===== src/rtl/ssp_arb_pkg.sv =====
// Shared types and widths for the PL022 SSP APB arbiter.
// Used by ssp_apb_arbiter and ssp_rr_arbiter.
package ssp_arb_pkg;

    localparam int APB_ADDR_W = 10;
    localparam int APB_DATA_W = 16;

    typedef enum logic [1:0] {
        IDLE   = 2'd0,
        SETUP  = 2'd1,
        ACCESS = 2'd2
    } arb_state_e;

endpackage


===== src/rtl/ssp_rr_arbiter.sv =====
// Combinational round-robin pick.
// The lowest set request at or above ptr wins, wrapping past NUM_REQ-1.
module ssp_rr_arbiter #(
    parameter int NUM_REQ = 2,
    parameter int IDX_W   = $clog2(NUM_REQ)
) (
    input  logic [NUM_REQ-1:0] req,
    input  logic [IDX_W-1:0]   ptr,
    output logic [NUM_REQ-1:0] grant,
    output logic [IDX_W-1:0]   idx,
    output logic               valid
);

    int cand;

    always_comb begin
        grant = '0;
        idx   = '0;
        valid = 1'b0;
        cand  = 0;
        for (int off = 0; off < NUM_REQ; off++) begin
            cand = int'(ptr) + off;
            if (cand >= NUM_REQ) begin
                cand = cand - NUM_REQ;
            end
            if (!valid && req[cand]) begin
                valid       = 1'b1;
                idx         = IDX_W'(cand);
                grant[cand] = 1'b1;
            end
        end
    end

endmodule


===== src/rtl/ssp_apb_arbiter.sv =====
// Round-robin arbiter sharing the PL022 SSP APB slave port between NUM_REQ requesters.
// Optional SSP_ARB_PREADY_EN: ACCESS waits for PREADY; otherwise ACCESS is one cycle.
module ssp_apb_arbiter
    import ssp_arb_pkg::*;
#(
    parameter int NUM_REQ = 2,
    parameter int DATA_W  = APB_DATA_W,
    parameter int ADDR_W  = APB_ADDR_W,
    parameter int IDX_W   = $clog2(NUM_REQ)
) (
    input  logic                      PCLK,
    input  logic                      PRESET,
    input  logic [NUM_REQ-1:0]        req,
    input  logic [NUM_REQ-1:0]        req_write,
    input  logic [NUM_REQ*ADDR_W-1:0] req_addr,
    input  logic [NUM_REQ*DATA_W-1:0] req_wdata,
    output logic [NUM_REQ-1:0]        ack,
    output logic [DATA_W-1:0]         rdata,
    output logic [IDX_W-1:0]          grant_id,
    output logic                      PSEL,
    output logic                      PENABLE,
    output logic                      PWRITE,
    output logic [ADDR_W-1:0]         PADDR,
    output logic [DATA_W-1:0]         PWDATA,
    input  logic [DATA_W-1:0]         PRDATA,
    input  logic                      PREADY,
    output logic [1:0]                fsm_state
);

    arb_state_e          state_q, state_d;
    logic [IDX_W-1:0]    ptr_q, ptr_d;
    logic [NUM_REQ-1:0]  pending;
    logic [NUM_REQ-1:0]  pick_grant;
    logic [IDX_W-1:0]    pick_idx;
    logic                pick_valid;
    logic                access_done;

    logic [NUM_REQ-1:0]  ack_d;
    logic [DATA_W-1:0]   rdata_d;
    logic [IDX_W-1:0]    grant_d;
    logic                psel_d;
    logic                penable_d;
    logic                pwrite_d;
    logic [ADDR_W-1:0]   paddr_d;
    logic [DATA_W-1:0]   pwdata_d;

`ifdef SSP_ARB_PREADY_EN
    assign access_done = PREADY;
`else
    logic pready_unused;
    assign pready_unused = PREADY;
    assign access_done   = 1'b1;
`endif

    // A requester is masked in its own ack cycle so a held req is not served twice.
    assign pending   = req & ~ack;
    assign fsm_state = state_q;

    ssp_rr_arbiter #(
        .NUM_REQ (NUM_REQ),
        .IDX_W   (IDX_W)
    ) u_rr (
        .req   (pending),
        .ptr   (ptr_q),
        .grant (pick_grant),
        .idx   (pick_idx),
        .valid (pick_valid)
    );

    always_ff @(posedge PCLK or posedge PRESET) begin
        if (PRESET) begin
            state_q  <= IDLE;
            ptr_q    <= '0;
            ack      <= '0;
            rdata    <= '0;
            grant_id <= '0;
            PSEL     <= 1'b0;
            PENABLE  <= 1'b0;
            PWRITE   <= 1'b0;
            PADDR    <= '0;
            PWDATA   <= '0;
        end else begin
            state_q  <= state_d;
            ptr_q    <= ptr_d;
            ack      <= ack_d;
            rdata    <= rdata_d;
            grant_id <= grant_d;
            PSEL     <= psel_d;
            PENABLE  <= penable_d;
            PWRITE   <= pwrite_d;
            PADDR    <= paddr_d;
            PWDATA   <= pwdata_d;
        end
    end

    always_comb begin
        state_d = state_q;
        unique case (state_q)
            IDLE:    if (pick_valid)  state_d = SETUP;
            SETUP:   state_d = ACCESS;
            ACCESS:  if (access_done) state_d = IDLE;
            default: state_d = IDLE;
        endcase
    end

    always_comb begin
        ack_d     = '0;
        rdata_d   = rdata;
        grant_d   = grant_id;
        psel_d    = PSEL;
        penable_d = PENABLE;
        pwrite_d  = PWRITE;
        paddr_d   = PADDR;
        pwdata_d  = PWDATA;
        ptr_d     = ptr_q;
        unique case (state_q)
            IDLE: begin
                if (pick_valid) begin
                    psel_d    = 1'b1;
                    penable_d = 1'b0;
                    pwrite_d  = req_write[pick_idx];
                    paddr_d   = req_addr[int'(pick_idx)*ADDR_W +: ADDR_W];
                    pwdata_d  = req_wdata[int'(pick_idx)*DATA_W +: DATA_W];
                    grant_d   = pick_idx;
                end
            end
            SETUP: begin
                penable_d = 1'b1;
            end
            ACCESS: begin
                if (access_done) begin
                    if (!PWRITE) begin
                        rdata_d = PRDATA;
                    end
                    ack_d[grant_id] = 1'b1;
                    psel_d    = 1'b0;
                    penable_d = 1'b0;
                    pwrite_d  = 1'b0;
                    paddr_d   = '0;
                    pwdata_d  = '0;
                    ptr_d     = (grant_id == IDX_W'(NUM_REQ - 1)) ? '0 : grant_id + IDX_W'(1);
                end
            end
            default: begin
                psel_d    = 1'b0;
                penable_d = 1'b0;
            end
        endcase
    end

endmodule


===== config.mk =====
export PLATFORM = sky130hd
export DESIGN_NAME = ssp_apb_arbiter
export DESIGN_NICKNAME = d
export VERILOG_FILES = /design/src/rtl/ssp_arb_pkg.sv /design/src/rtl/ssp_rr_arbiter.sv /design/src/rtl/ssp_apb_arbiter.sv
export SDC_FILE = /design/constraint.sdc
export NUM_CORES = 1
export LEC_CHECK = 0
export ABC_AREA = 1
export CORE_MARGIN = 2
export CORE_UTILIZATION = 45
export CTS_BUF_LIST = sky130_fd_sc_hd__clkbuf_4
export DETAILED_ROUTE_END_ITERATION = 6
export PLACE_DENSITY = 0.88
export SETUP_SLACK_MARGIN = 0.02
export SLEW_MARGIN = 25
export SYNTH_ARGS = -nofsm -noshare
export SYNTH_HDL_FRONTEND = slang
export SYNTH_SLANG_ARGS = --single-unit

===== constraint.sdc =====
create_clock -name PCLK -period 2.2 [get_ports PCLK]
set_input_delay 0.33 -clock PCLK [delete_from_list [all_inputs] [get_ports PCLK]]
set_output_delay 0.33 -clock PCLK [all_outputs]
set_load 0.01 [all_outputs]

## Word level (Yosys, flattened, before mapping)

Cells that the tools add are included.

| storage, ports and cells | value |
|---|---|
| bits in registers | 51 |
| output and inout bits | 50 |
| word-level logic and storage cells | 70 |

| cells by class | value |
|---|---|
| add/subtract/negate cells | 4 |
| multipliers | 1 |
| magnitude comparators | 7 |
| equality and inequality tests | 3 |
| shift operators | 2 |
| multiplexer cells | 30 |
| bitwise logic cells | 4 |
| reduce and logical (&&, ||, !) cells | 9 |

Operator list:

| cell | count |
|---|---|
| less-than comparator 32 x 3 -> 1 bit, second input constant | 2 |
| 2-to-1 mux 32 bit | 2 |
| >= comparator 32 x 3 -> 1 bit, second input constant | 1 |
| case mux 16 bit (2 select lines) | 1 |
| indexed part select 32 x 6 -> 16 bit | 1 |
| subtractor 32 x 3 -> 32 bit, second input constant | 1 |
| case mux 10 bit (2 select lines) | 1 |
| indexed part select 20 x 6 -> 10 bit | 1 |
| 2-to-1 mux 1 bit | 17 |
| 2-to-1 mux 16 bit | 1 |
| 2-to-1 mux 10 bit | 1 |
| AND reduction 2 bit | 4 |
| case mux 1 bit (2 select lines) | 3 |
| less-than comparator 1 x 2 -> 1 bit, second input constant | 2 |
| multiplier 1 x 3 -> 4 bit, second input constant | 1 |
| 2-to-1 mux 2 bit | 2 |
| case mux 2 bit (2 select lines) | 1 |
| subtractor 1 x 2 -> 3 bit, second input constant | 1 |
| adder 1 x 1 -> 2 bit, second input constant | 1 |
| AND 2 bit | 1 |
| == test 2 x 1 -> 1 bit, second input constant | 1 |
| == test 2 bit, second input constant | 1 |
| >= comparator 1 x 2 -> 1 bit, second input constant | 1 |
| logical AND 1 bit | 2 |
| 9 further kinds | 10 |

## Depth between registers and ports, before layout

| depth | value |
|---|---|
| depth after elaboration | 13 |
| gate-level depth with buffers | 8 |
| depth with buffers taken out | 7 |

## Cells and area by module

Synthesis repeated with hierarchy kept, for this count alone.

| unflattened totals | value |
|---|---|
| cells, all modules | 314 |
| area total of the unflattened synthesis | 2363.5 um2 |

Modules (own cells, without submodules):

| module | instances | cells each | area each (um2) | sequential area each (um2) |
|---|---|---|---|---|
| ssp_apb_arbiter | 1 | 300 | 2308.5 | 1251.2 |
| ssp_rr_arbiter | 1 | 14 | 55.1 | 0.0 |

## Worst setup path after synthesis

OpenSTA, ideal clock, no wires.

| timing | value |
|---|---|
| path type | register -> register |
| from | register state_q[0] (netlist: fsm_state[0]) |
| to | register rdata[0] |
| setup time | 0.118 ns |
| data arrival time | 1.164 ns |
| path slack | 0.918 ns |
| stages on the path, launching flop included | 8 |
| path through | dfrtp_1 > inv_1 > nand2_1 > or2_0 > buf_2 > buf_6 > nand2_1 > o21ai_2 |

| between the ends | value |
|---|---|
| word-level cells in the longest chain between the ends | 2 |

Ends and longest elaborated chain:

| item | line | source |
|---|---|---|
| start: declaration | ssp_apb_arbiter.sv:30 | `arb_state_e state_q, state_d;` |
| start signal: assignment | ssp_apb_arbiter.sv:83 | `state_q <= state_d;` |
| == test 2 bit | ssp_apb_arbiter.sv:116 | `unique case (state_q)` |
| AND reduction 2 bit (no source line) | n/a |  |
| end signal: assignment | ssp_apb_arbiter.sv:86 | `rdata <= rdata_d;` |
| end: declaration | ssp_apb_arbiter.sv:18 | `output logic [DATA_W-1:0] rdata,` |

Every way passes these cells.
A chain may end at the register's enable or synchronous reset.

## Worst setup path after layout

| timing | value |
|---|---|
| from | register state_q[1] (netlist: fsm_state[1]) |
| to | output port fsm_state[1] |

RTL lines:

| item | line | source |
|---|---|---|
| end: declaration | ssp_apb_arbiter.sv:27 | `output logic [1:0] fsm_state` |

No word-level cell between the ends.

==> reports/qor.tcl <==
set qor(final-setup-viol-count) 0
set qor(report.final.slew_viol_count) 0
set qor(gp_congestion) 0.7031
set qor(cts_post_setup_buffers_inserted) 0
set qor(worst_path_largest_cell_delay_ns) 0.58
set qor(worst_skew_pair.late_latency_ns) 0.37
set qor(grt_start_max_net_pins) 33
set qor(leakage_power_of_the_design_nw) 2.057
set qor(synth_seq_cells) 51
set qor(total_power_mw) 4.715
set qor(area_growth_from_synthesis_to_layout_pct) 51.47
set qor(post_synthesis_net_count) 409
set qor(cts-root-buf) {sky130_fd_sc_hd__clkbuf_4}
set qor(start_util_pct) 47.00
set qor(post_synth_num_cell_types) 19
set qor(global_route.usage.total_pct) 21.10
set qor(min_period_over_period_pct) 78.33
set qor(rows) 27
set qor(clk_transition_reported_paths_ns) 0.15
set qor(max_clock_freq_ghz) 0.5803
set qor(min_period_ns) 1.723
set qor(crit_family) {buffers and inverters}
set qor(clock_tree.buffer_depth) 2
set qor(detail_placement_hpwl_um) 4802
set qor(average_detailed_routed_wire_length_per_instance_um) 12.29
set qor(diodes_inserted) 0
set qor(outcome) {finished, final reports clean}
set qor(routed-via-count) 2506
set qor(io-pin-count) 125
set qor(portBuffers) 123
set qor(sequential_area_share_after_synthesis_pct) 49.01
set qor(slew_headroom_pct) 52.46
set qor(critPathCaptureType) {primary output}
set qor(slowest_stage) {sky130_fd_sc_hd__clkdlybuf4s50_1}
set qor(globalRouteOverflowTotal) 0
set qor(detailed_place.area_sq_mm) 0.003867
set qor(synthesis.area_per_instance_sq_um) 7.796
set qor(hold_class) {input port to asynchronous set/reset pin}
set qor(startpoint_type) {flip-flop}
set qor(cts-htree-levels) 2
set qor(dr.pass1.iters) 4
set qor(peakVddDrop_v) 0.0005192
set qor(timing.critical_path.cells) {clkdlybuf4s50_1}
set qor(worst-path-max-fanout) 6
set qor(die-height_um) 80.07
set qor(synthesis.area_sq_mm) 0.002604
set qor(nNetsFinal) 527
set qor(cts_made_buffers) 5
set qor(drive_above_1_share_pct) 8.389
set qor(worstPathArrival_ns) 1.39
set qor(crit_buf_inv) 1
set qor(vias_per_cell) 4.773
set qor(final.setup_skew_ns) 0.009488
set qor(postSynthCellCount) 334
set qor(drc) 0
set qor(setup_slack_ns) 0.4767
set qor(post_detailed_routing_wire_length_um) 6452
set qor(setup.worst_path.class) {flip-flop to primary output}
set qor(antenna_left) 0
set qor(cts_resizes) 0
set qor(grt_first_pass_wirelength_um) 10630
set qor(power_density_mw_per_mm2) 1196
set qor(required_ns) 1.87
set qor(clock_sinks) 51
set qor(grt_setup_unrepaired) {no}
set qor(design_area_sq_mm) 0.003944
set qor(preCtsSetupSlack_ns) 0.3591
set qor(actual_transition_at_the_worst_max_transition_pin_ns) 0.7131
set qor(chipWidth_um) 80.07
set qor(finalSetupTns_ns) 0
set qor(number_of_global_route_vias_before_repair) 2454
set qor(grt_antenna_before_repair) 0
set qor(placeableCoreArea_sq_mm) 0.005540
set qor(synth.yosys.warnings) 0
set qor(cts_hold_buffers) 0
set qor(detailed_router_s_first_iteration_violation_count) 125
set qor(hold_viol_final) 0
set qor(max_cap_violations) 0
set qor(die-area_sq_mm) 0.006410
set qor(tritoncts) {yes}
per-layer routing:
layer | vias to the layer above | global-route usage (%) | wire (um)
met5 | - | 0 | 0
met4 | 0 | 5.932 | 71
met3 | 8 | 5.393 | 533
met2 | 99 | 37.67 | 3207
met1 | 1145 | 25.04 | 2639
li1 | 1254 | - | -
state kept, by name, summed over array words and instances (netlist names):
register	flops
ptr_q	1
fsm_state	2
PWDATA	16
grant_id	1
PSEL	1
PADDR	10
ack	2
PWRITE	1
PENABLE	1
rdata	16
synthesized netlist by cell type, drive strengths merged:
master | count | area share, %
nand3 | 82 | 16
o21ai | 19 | 6.0
inv | 79 | 11
buf | 13 | 3.7
nand4 | 1 | 0.24
clkbuf | 5 | 0.72
nor2 | 4 | 0.67
a21oi | 2 | 0.82
dfrtp | 51 | 49
nand2 | 77 | 11
or2 | 1 | 0.24
power breakdown:
group          switching (mW)  total (mW)  internal (mW)
sequential              0.256        1.64           1.38
clock                   0.295       0.529          0.234
combinational            1.27        2.55           1.28
final timing paths:
check,start,end,slack (ns),cells past startpoint
worst min-delay path,PRESET,rdata[9],0.31,2
worst max-delay path,fsm_state[1],fsm_state[1],0.48,1
max in group asynchronous,PRESET,ack[1],1.36,3
worst max register to register,fsm_state[1],PWDATA[2],0.70,6
worst min register to register,rdata[5],rdata[5],0.50,2
min in group PCLK,PRDATA[13],rdata[13],0.49,3
per-stage QoR:
step | instances | hold slack (ns) | util [%]
after floorplan | 334 | 0.4716 | -
after global placement | 517 | 0.4615 | 69.81
after detailed placement | 517 | 0.4679 | 69.81
after CTS | 525 | 0.3155 | 71.18
after global routing | 525 | 0.3228 | 71.18
final | 525 | 0.3089 | 71.18
layout by cell type, fill, tap and decap left out, types with 3 or more instances in the layout:
cell type and n:
sky130_fd_sc_hd__buf_4 5, sky130_fd_sc_hd__dfrtp_1 51, sky130_fd_sc_hd__inv_2 3, sky130_fd_sc_hd__inv_1 76, sky130_fd_sc_hd__nor2_1 3, sky130_fd_sc_hd__nand3_1 81
sky130_fd_sc_hd__clkdlybuf4s50_1 123, sky130_fd_sc_hd__nand2_1 75, sky130_fd_sc_hd__o21ai_2 16, sky130_fd_sc_hd__clkbuf_4 5
final cells by class:
class | count | area (sq um)
inverter | 79 | 296.5
clock buffer | 5 | 37.54
tap | 72 | 90.09
fill | 471 | 1597
sequential | 51 | 1276
clock inverter | 3 | 38.79
timing repair buffer | 129 | 1289
multi-input combinational | 186 | 915.9
cells by family after synthesis:
logic type / count (synthesis) / share of synthesized area, %
compound gates: 21 / 6.775
simple gates: 165 / 28.40
buf+inv: 97 / 15.81
flops: 51 / 49.01
(Power assumes the default switching activity.)
